File: src/rtl/axil_csr_pkg.sv
// Shared response codes, decode classes and byte-merge helper for the AXI-Lite CSR responder.
package axil_csr_pkg;

  localparam logic [1:0] axil_resp_okay_gp   = 2'b00;
  localparam logic [1:0] axil_resp_slverr_gp = 2'b10;

  typedef enum logic [1:0] {
    e_csr_rw,
    e_csr_ro,
    e_csr_unmapped
  } axil_csr_decode_e;

  function automatic logic [31:0] csr_byte_merge(input logic [31:0] old_i,
                                                 input logic [31:0] new_i,
                                                 input logic [3:0]  strb_i);
    logic [31:0] res;
    res = old_i;
    for (int b = 0; b < 4; b++) begin
      if (strb_i[b]) res[b*8 +: 8] = new_i[b*8 +: 8];
    end
    return res;
  endfunction

endpackage

File: src/rtl/axil_csr_responder.sv
// AXI4-Lite responder exposing RW control registers and RO status words.
// Write (AW/W/B) and read (AR/R) paths are independent, one outstanding transaction each.
module axil_csr_responder
  import axil_csr_pkg::*;
#(
  parameter int addr_width_p  = 10,
  parameter int data_width_p  = 32,
  parameter int num_rw_regs_p = 4,
  parameter int num_ro_regs_p = 4
) (
  input  logic                                   clk_i,
  input  logic                                   reset_i,
  input  logic [addr_width_p-1:0]                awaddr_i,
  input  logic [2:0]                             awprot_i,
  input  logic                                   awvalid_i,
  output logic                                   awready_o,
  input  logic [data_width_p-1:0]                wdata_i,
  input  logic [data_width_p/8-1:0]              wstrb_i,
  input  logic                                   wvalid_i,
  output logic                                   wready_o,
  output logic [1:0]                             bresp_o,
  output logic                                   bvalid_o,
  input  logic                                   bready_i,
  input  logic [addr_width_p-1:0]                araddr_i,
  input  logic [2:0]                             arprot_i,
  input  logic                                   arvalid_i,
  output logic                                   arready_o,
  output logic [data_width_p-1:0]                rdata_o,
  output logic [1:0]                             rresp_o,
  output logic                                   rvalid_o,
  input  logic                                   rready_i,
  output logic [num_rw_regs_p*data_width_p-1:0]  rw_data_o,
  output logic [num_rw_regs_p-1:0]               rw_wr_o,
  input  logic [num_ro_regs_p*data_width_p-1:0]  ro_data_i
);

  localparam int idx_w_lp = addr_width_p - 2;

  function automatic axil_csr_decode_e csr_decode(input logic [idx_w_lp-1:0] idx);
    if (int'(idx) < num_rw_regs_p) return e_csr_rw;
    if (int'(idx) < num_rw_regs_p + num_ro_regs_p) return e_csr_ro;
    return e_csr_unmapped;
  endfunction

  logic                     aw_full_q, aw_full_d;
  logic [idx_w_lp-1:0]      aw_idx_q, aw_idx_d;
  logic                     w_full_q, w_full_d;
  logic [data_width_p-1:0]  wdata_q, wdata_d;
  logic [3:0]               wstrb_q, wstrb_d;
  logic                     bvalid_q, bvalid_d;
  logic [1:0]               bresp_q, bresp_d;
  logic [data_width_p-1:0]  rw_q [num_rw_regs_p];
  logic [data_width_p-1:0]  rw_d [num_rw_regs_p];
  logic [num_rw_regs_p-1:0] rw_wr_q, rw_wr_d;
  logic                     rvalid_q, rvalid_d;
  logic [data_width_p-1:0]  rdata_q, rdata_d;
  logic [1:0]               rresp_q, rresp_d;

  logic aw_hs, w_hs, ar_hs, commit;
  logic [idx_w_lp-1:0] rd_idx;
  axil_csr_decode_e wr_dec, rd_dec;

  // Protection bits and the byte offset carry no meaning for word-wide CSRs.
  logic unused_ok;
  assign unused_ok = ^{awprot_i, arprot_i, awaddr_i[1:0], araddr_i[1:0]};

  assign awready_o = ~reset_i & ~aw_full_q & ~bvalid_q;
  assign wready_o  = ~reset_i & ~w_full_q & ~bvalid_q;
  assign arready_o = ~reset_i & ~rvalid_q;
  assign aw_hs     = awvalid_i & awready_o;
  assign w_hs      = wvalid_i & wready_o;
  assign ar_hs     = arvalid_i & arready_o;
  assign commit    = aw_full_q & w_full_q;
  assign wr_dec    = csr_decode(aw_idx_q);
  assign rd_idx    = araddr_i[addr_width_p-1:2];
  assign rd_dec    = csr_decode(rd_idx);

  assign bvalid_o = bvalid_q;
  assign bresp_o  = bresp_q;
  assign rw_wr_o  = rw_wr_q;
  assign rvalid_o = rvalid_q;
  assign rdata_o  = rdata_q;
  assign rresp_o  = rresp_q;

  for (genvar k = 0; k < num_rw_regs_p; k++) begin : g_rw_out
    assign rw_data_o[k*data_width_p +: data_width_p] = rw_q[k];
  end

  always_comb begin
    aw_full_d = aw_full_q;
    aw_idx_d  = aw_idx_q;
    w_full_d  = w_full_q;
    wdata_d   = wdata_q;
    wstrb_d   = wstrb_q;
    bvalid_d  = bvalid_q;
    bresp_d   = bresp_q;
    rw_d      = rw_q;
    rw_wr_d   = '0;
    if (aw_hs) begin
      aw_full_d = 1'b1;
      aw_idx_d  = awaddr_i[addr_width_p-1:2];
    end
    if (w_hs) begin
      w_full_d = 1'b1;
      wdata_d  = wdata_i;
      wstrb_d  = wstrb_i;
    end
    if (bvalid_q && bready_i) bvalid_d = 1'b0;
    // Both halves held: retire the write and raise B on the same edge.
    if (commit) begin
      aw_full_d = 1'b0;
      w_full_d  = 1'b0;
      bvalid_d  = 1'b1;
      bresp_d   = axil_resp_slverr_gp;
      if (wr_dec == e_csr_rw) begin
        bresp_d = axil_resp_okay_gp;
        for (int k = 0; k < num_rw_regs_p; k++) begin
          if (int'(aw_idx_q) == k) begin
            rw_d[k]    = csr_byte_merge(rw_q[k], wdata_q, wstrb_q);
            rw_wr_d[k] = 1'b1;
          end
        end
      end
    end
  end

  always_ff @(posedge clk_i or posedge reset_i) begin
    if (reset_i) begin
      aw_full_q <= 1'b0;
      aw_idx_q  <= '0;
      w_full_q  <= 1'b0;
      wdata_q   <= '0;
      wstrb_q   <= '0;
      bvalid_q  <= 1'b0;
      bresp_q   <= '0;
      rw_q      <= '{default: '0};
      rw_wr_q   <= '0;
    end else begin
      aw_full_q <= aw_full_d;
      aw_idx_q  <= aw_idx_d;
      w_full_q  <= w_full_d;
      wdata_q   <= wdata_d;
      wstrb_q   <= wstrb_d;
      bvalid_q  <= bvalid_d;
      bresp_q   <= bresp_d;
      rw_q      <= rw_d;
      rw_wr_q   <= rw_wr_d;
    end
  end

  // Reads sample rw_q before any same-edge commit, so they see the pre-write value.
  always_comb begin
    rvalid_d = rvalid_q;
    rdata_d  = rdata_q;
    rresp_d  = rresp_q;
    if (rvalid_q && rready_i) rvalid_d = 1'b0;
    if (ar_hs) begin
      rvalid_d = 1'b1;
      rdata_d  = '0;
      rresp_d  = axil_resp_slverr_gp;
      if (rd_dec == e_csr_rw) begin
        rresp_d = axil_resp_okay_gp;
        for (int k = 0; k < num_rw_regs_p; k++) begin
          if (int'(rd_idx) == k) rdata_d = rw_q[k];
        end
      end else if (rd_dec == e_csr_ro) begin
        rresp_d = axil_resp_okay_gp;
        for (int k = 0; k < num_ro_regs_p; k++) begin
          if (int'(rd_idx) == num_rw_regs_p + k) rdata_d = ro_data_i[k*data_width_p +: data_width_p];
        end
      end
    end
  end

  always_ff @(posedge clk_i or posedge reset_i) begin
    if (reset_i) begin
      rvalid_q <= 1'b0;
      rdata_q  <= '0;
      rresp_q  <= '0;
    end else begin
      rvalid_q <= rvalid_d;
      rdata_q  <= rdata_d;
      rresp_q  <= rresp_d;
    end
  end

endmodule
File: config.mk
export PLATFORM = sky130hd
export DESIGN_NAME = axil_csr_responder
export DESIGN_NICKNAME = d
export VERILOG_FILES = /design/src/rtl/axil_csr_pkg.sv /design/src/rtl/axil_csr_responder.sv
export SDC_FILE = /design/constraint.sdc
export NUM_CORES = 1
export LEC_CHECK = 0
export BUFFER_PORTS_ARGS = -buffer_cell sky130_fd_sc_hd__buf_2
export CAP_MARGIN = 30
export CORE_MARGIN = 1.5
export CORE_UTILIZATION = 45
export CTS_CLUSTER_DIAMETER = 60
export DETAILED_ROUTE_END_ITERATION = 16
export HOLD_SLACK_MARGIN = 0.05
export PLACE_DENSITY = 0.78
export SLEW_MARGIN = 20
export SYNTH_ARGS = -nofsm -noshare
export SYNTH_HDL_FRONTEND = slang
export SYNTH_SLANG_ARGS = --single-unit
File: constraint.sdc
create_clock -name clk_i -period 7.2 [get_ports clk_i]
set_clock_uncertainty 0.1 [all_clocks]
set_input_delay 1.44 -clock clk_i [delete_from_list [all_inputs] [get_ports clk_i]]
set_output_delay 1.44 -clock clk_i [all_outputs]
set_load 0.05 [all_outputs]
==> results.md <==
* Min-delay src: rdata_o[18]
* Synthesized flop and latch total at roughly 210
* Min cycle time layout at 3700 ps
* Compound-gate portion of the synthesized area at 2.08%
* Hold Vio Cnt, Final at 0
* Comb pwr share at between 20% and 30%
* H-tree levels at 1
* Root buf cell: clkbuf_16
* Routed len/inst at 21.4 microns
* Sw Pwr at 1.26 mW
* Simple-gate share of the synthesized area at approximately 4.6%
* CTS Hold Bufs at 0
* DRT iter0 DRCs at around 230
* Vias per cell at 5.52
* FILL cells at 1735
* Clk pwr share at between 30 and 40%
* Max cap viols at 0
* Asr flop ratio synth at 100%
* Clock Latency Late Sink at 510 ps
* Drt pass-1 iters at 4
* Pleak at ~6.8 nW
* Hold Path Class: flip-flop to flip-flop
* Xor/xnor cell area share of the yosys netlist at 0%
* Num ports at 370
* Mux share of post-synthesis cell area at between 30% and 40%
* Post-Synthesis Cells at 644
* Layout net count at about 1200
* Pins Over Slew Limit at 0
* Setup TNS at 0 ps
* Antenna violations before repair at 2
* GRT Residual Overflow at 0
* Hold path cells at 2
* R2R setup slack at ~4600 ps
* Post-synth EDFFs at 0
* Terminus of the critical flop-to-flop path: rw_data_o[13]
* Final setup viols at 0
* DP HPWL at around 19000 microns
* WS Path Type: input port to primary output
* Internal power at between 2 and 3 mW
* Post-Route WL at 27700 microns
* Sequential area share after synthesis at 53.5%
* Critical path launch point type: input port
* DIE WIDTH at 152 microns
* Vias in the first global route at roughly 7500
* Synth cell types at 34
* Worst slew pin tran at 893 ps
* FP Rows at between 50 and 60
* Arr. time, crit path at around 2200 ps
* Synthesized area per cell at 15.5 sq um
* Synthesized area at approximately 0.010 sq mm
* Max VDD drop at roughly 0.19 mV
* Post-CTS setup repair buffer count at 0
* Net Sw Frac at about a third
* Worst Hold End: rdata_o[18]
* First-pass GRT wire length at 43100 microns
* Die ar. at between 0.02 and 0.025 sq mm
* Final Non-Filler Cells at 1293
* Seq. cell area at 0.00536 sq mm
* CTS sink cnt at around 210
* Outcome: finished clean
* F_max at around 270 MHz
* DR vias at 7141
* Synth Area in Adders at 0%
* Number of cells on the worst reg-to-reg path at 4
* Crit path max fanout at 5
* TritonCTS clock tree: built
* Initial core utilization at 45.8%
* Sequential share of power at between 40% and 50%
* TritonCTS Buffers at 24
* Post-route ant nets at 0
* RR Startpoint: aw_idx_q[6]
* Core Region at roughly 0.022 sq mm
* RSZ-0062 raised after global routing: no
* Top FF cell, synth: dfrtp_1
* Clk slew on worst S/H paths at roughly 60 ps
* Max transition margin at 40.5%
* Routability cong. at ~0.81
* Max clock buf depth at 3
* PostCTS Resize Cnt at 0
* Layout cells sized above 1 at roughly 64%
* Die Span Y at around 150 microns
* Port Buffer Count at 357
* Crit path required time at approximately 5700 ps
* Critical Path Sink Type: primary output
* DRC at 0
* Overall Global Routing Usage at a little under a quarter
* Combinational family with the most area after synthesis: multiplexers
* Pwr/cell area at between 200 and 300 mW/mm^2
* Largest net degree at the start of global routing at between 100 and 150
* Tcrit/Tclk final at approximately 51%
* Placed cells at around 1200
* P&R area growth vs syn at 28.6%
* Area of the multi-input gates at about 0.0044 sq mm
* Ys Warns at 0
[per-stage QoR]
step | hold slack [ps] | setup slack [ps] | power, mW | util (%) | instance area, sq um
detailed placement | 365 | 3290 | 2.56 | 55.2 | 12100
finish | 376 | 3500 | 3.79 | 58.9 | 12900
CTS | 379 | 3520 | 3.81 | 58.9 | 12900
global placement | 359 | 3260 | 2.52 | 55.1 | 12000
global route | 395 | 3480 | 3.94 | 58.9 | 12900
floorplan | 387 | 2880 | 2.28 | - | 10000
[worst max path at each step]
| stage | to | slack, ps | from | depth (start not counted) |
|---|---|---|---|---|
| 2_1_floorplan | aw_full_q | 2880 | reset_i | 1 |
| 3_3_place_gp | rdata_o[10] | 3260 | araddr_i[2] | 5 |
| 3_5_place_dp | rdata_o[10] | 3290 | araddr_i[2] | 5 |
| 4_1_cts | awready_o | 3520 | reset_i | 3 |
| 5_1_grt | awready_o | 3480 | reset_i | 3 |
| 6_report | awready_o | 3500 | reset_i | 3 |
[metal layers]
metal / share of wire, % / up-vias / track usage, %
met2: 52 / 264 / 41.9
met5: 0.040 / - / 0
met1: 40 / 3691 / 29.9
met3: 5.9 / 46 / 4.65
li1: - / 3138 / -
met4: 1.9 / 2 / 6.47
[cell families (layout without fill, tap and decap cells)]
| family | count (synthesis) | in the layout |
|---|---|---|
| AO/OA/AOI/OAI | 40 | 40 |
| buffers and inverters | 48 | 415 |
| flip-flops | 214 | 214 |
| multiplexers | 267 | 267 |
| other | 1 | 3 |
| AND/OR/NAND/NOR | 74 | 74 |
[cell type report]
| cell class | instances | area share (%) |
|---|---|---|
| diodes | 1 | 0.0195 |
| clock buffers | 34 | 5.44 |
| clock inverters | 8 | 0.788 |
| inverters | 6 | 0.204 |
| multi-input cells | 383 | 34.5 |
| flip-flops and latches | 214 | 41.6 |
| well taps | 280 | 2.72 |
| repair buffers | 367 | 14.7 |
[synthesized netlist by cell type (all sizes together), types with 2 or more instances]
cell type / n / area (sq um)
and2: 4 / 25.0
nor3: 2 / 10.0
and4: 3 / 26.3
nand4: 9 / 56.3
buf: 18 / 110
mux2i: 32 / 320
nor4: 7 / 104
o21ai: 35 / 175
or4: 4 / 41.3
inv: 6 / 22.5
nand2: 35 / 131
clkbuf: 24 / 90.1
mux4: 64 / 1440
mux2: 171 / 1990
a21oi: 2 / 10.0
dfrtp: 214 / 5360
nor2b: 3 / 18.8
[cells in the final DEF, fill, tap and decap left out, types with 8 or more instances in the layout]
master / synthesis / routed
buf_4: 2 / 8
dfrtp_1: 214 / 214
mux4_2: 64 / 64
nand4_1: 9 / 9
nand2_1: 35 / 35
o21ai_0: 35 / 35
mux2i_1: 32 / 32
buf_2: 10 / 357
clkbuf_16: 0 / 25
mux2_2: 155 / 155
mux2_4: 16 / 16
[power groups by stage]
stage                     Sequential, mW  Combinational [mW]  Clock, mW
after global routing                1.67               0.957       1.32
after CTS                           1.63               0.914       1.26
final                               1.64               0.909       1.24
after floorplan                     1.83               0.450          0
after detailed placement            1.65               0.910          0
after global placement              1.64               0.883          0
[worst max-delay path, cell delays in order]
cell    delay (ps)
buf_2          140
nor3_1         250
buf_2          330
[flip-flops by register name (all words and copies together), names as in the netlist]
signal and cells:
w_full_q 1, bresp_o 1, aw_full_q 1, rresp_o 1, wstrb_q 4, bvalid_o 1
rdata_o 32, rw_data_o 128, rw_wr_o 4, wdata_q 32, rvalid_o 1, aw_idx_q 8
(Power assumes the default switching activity.)
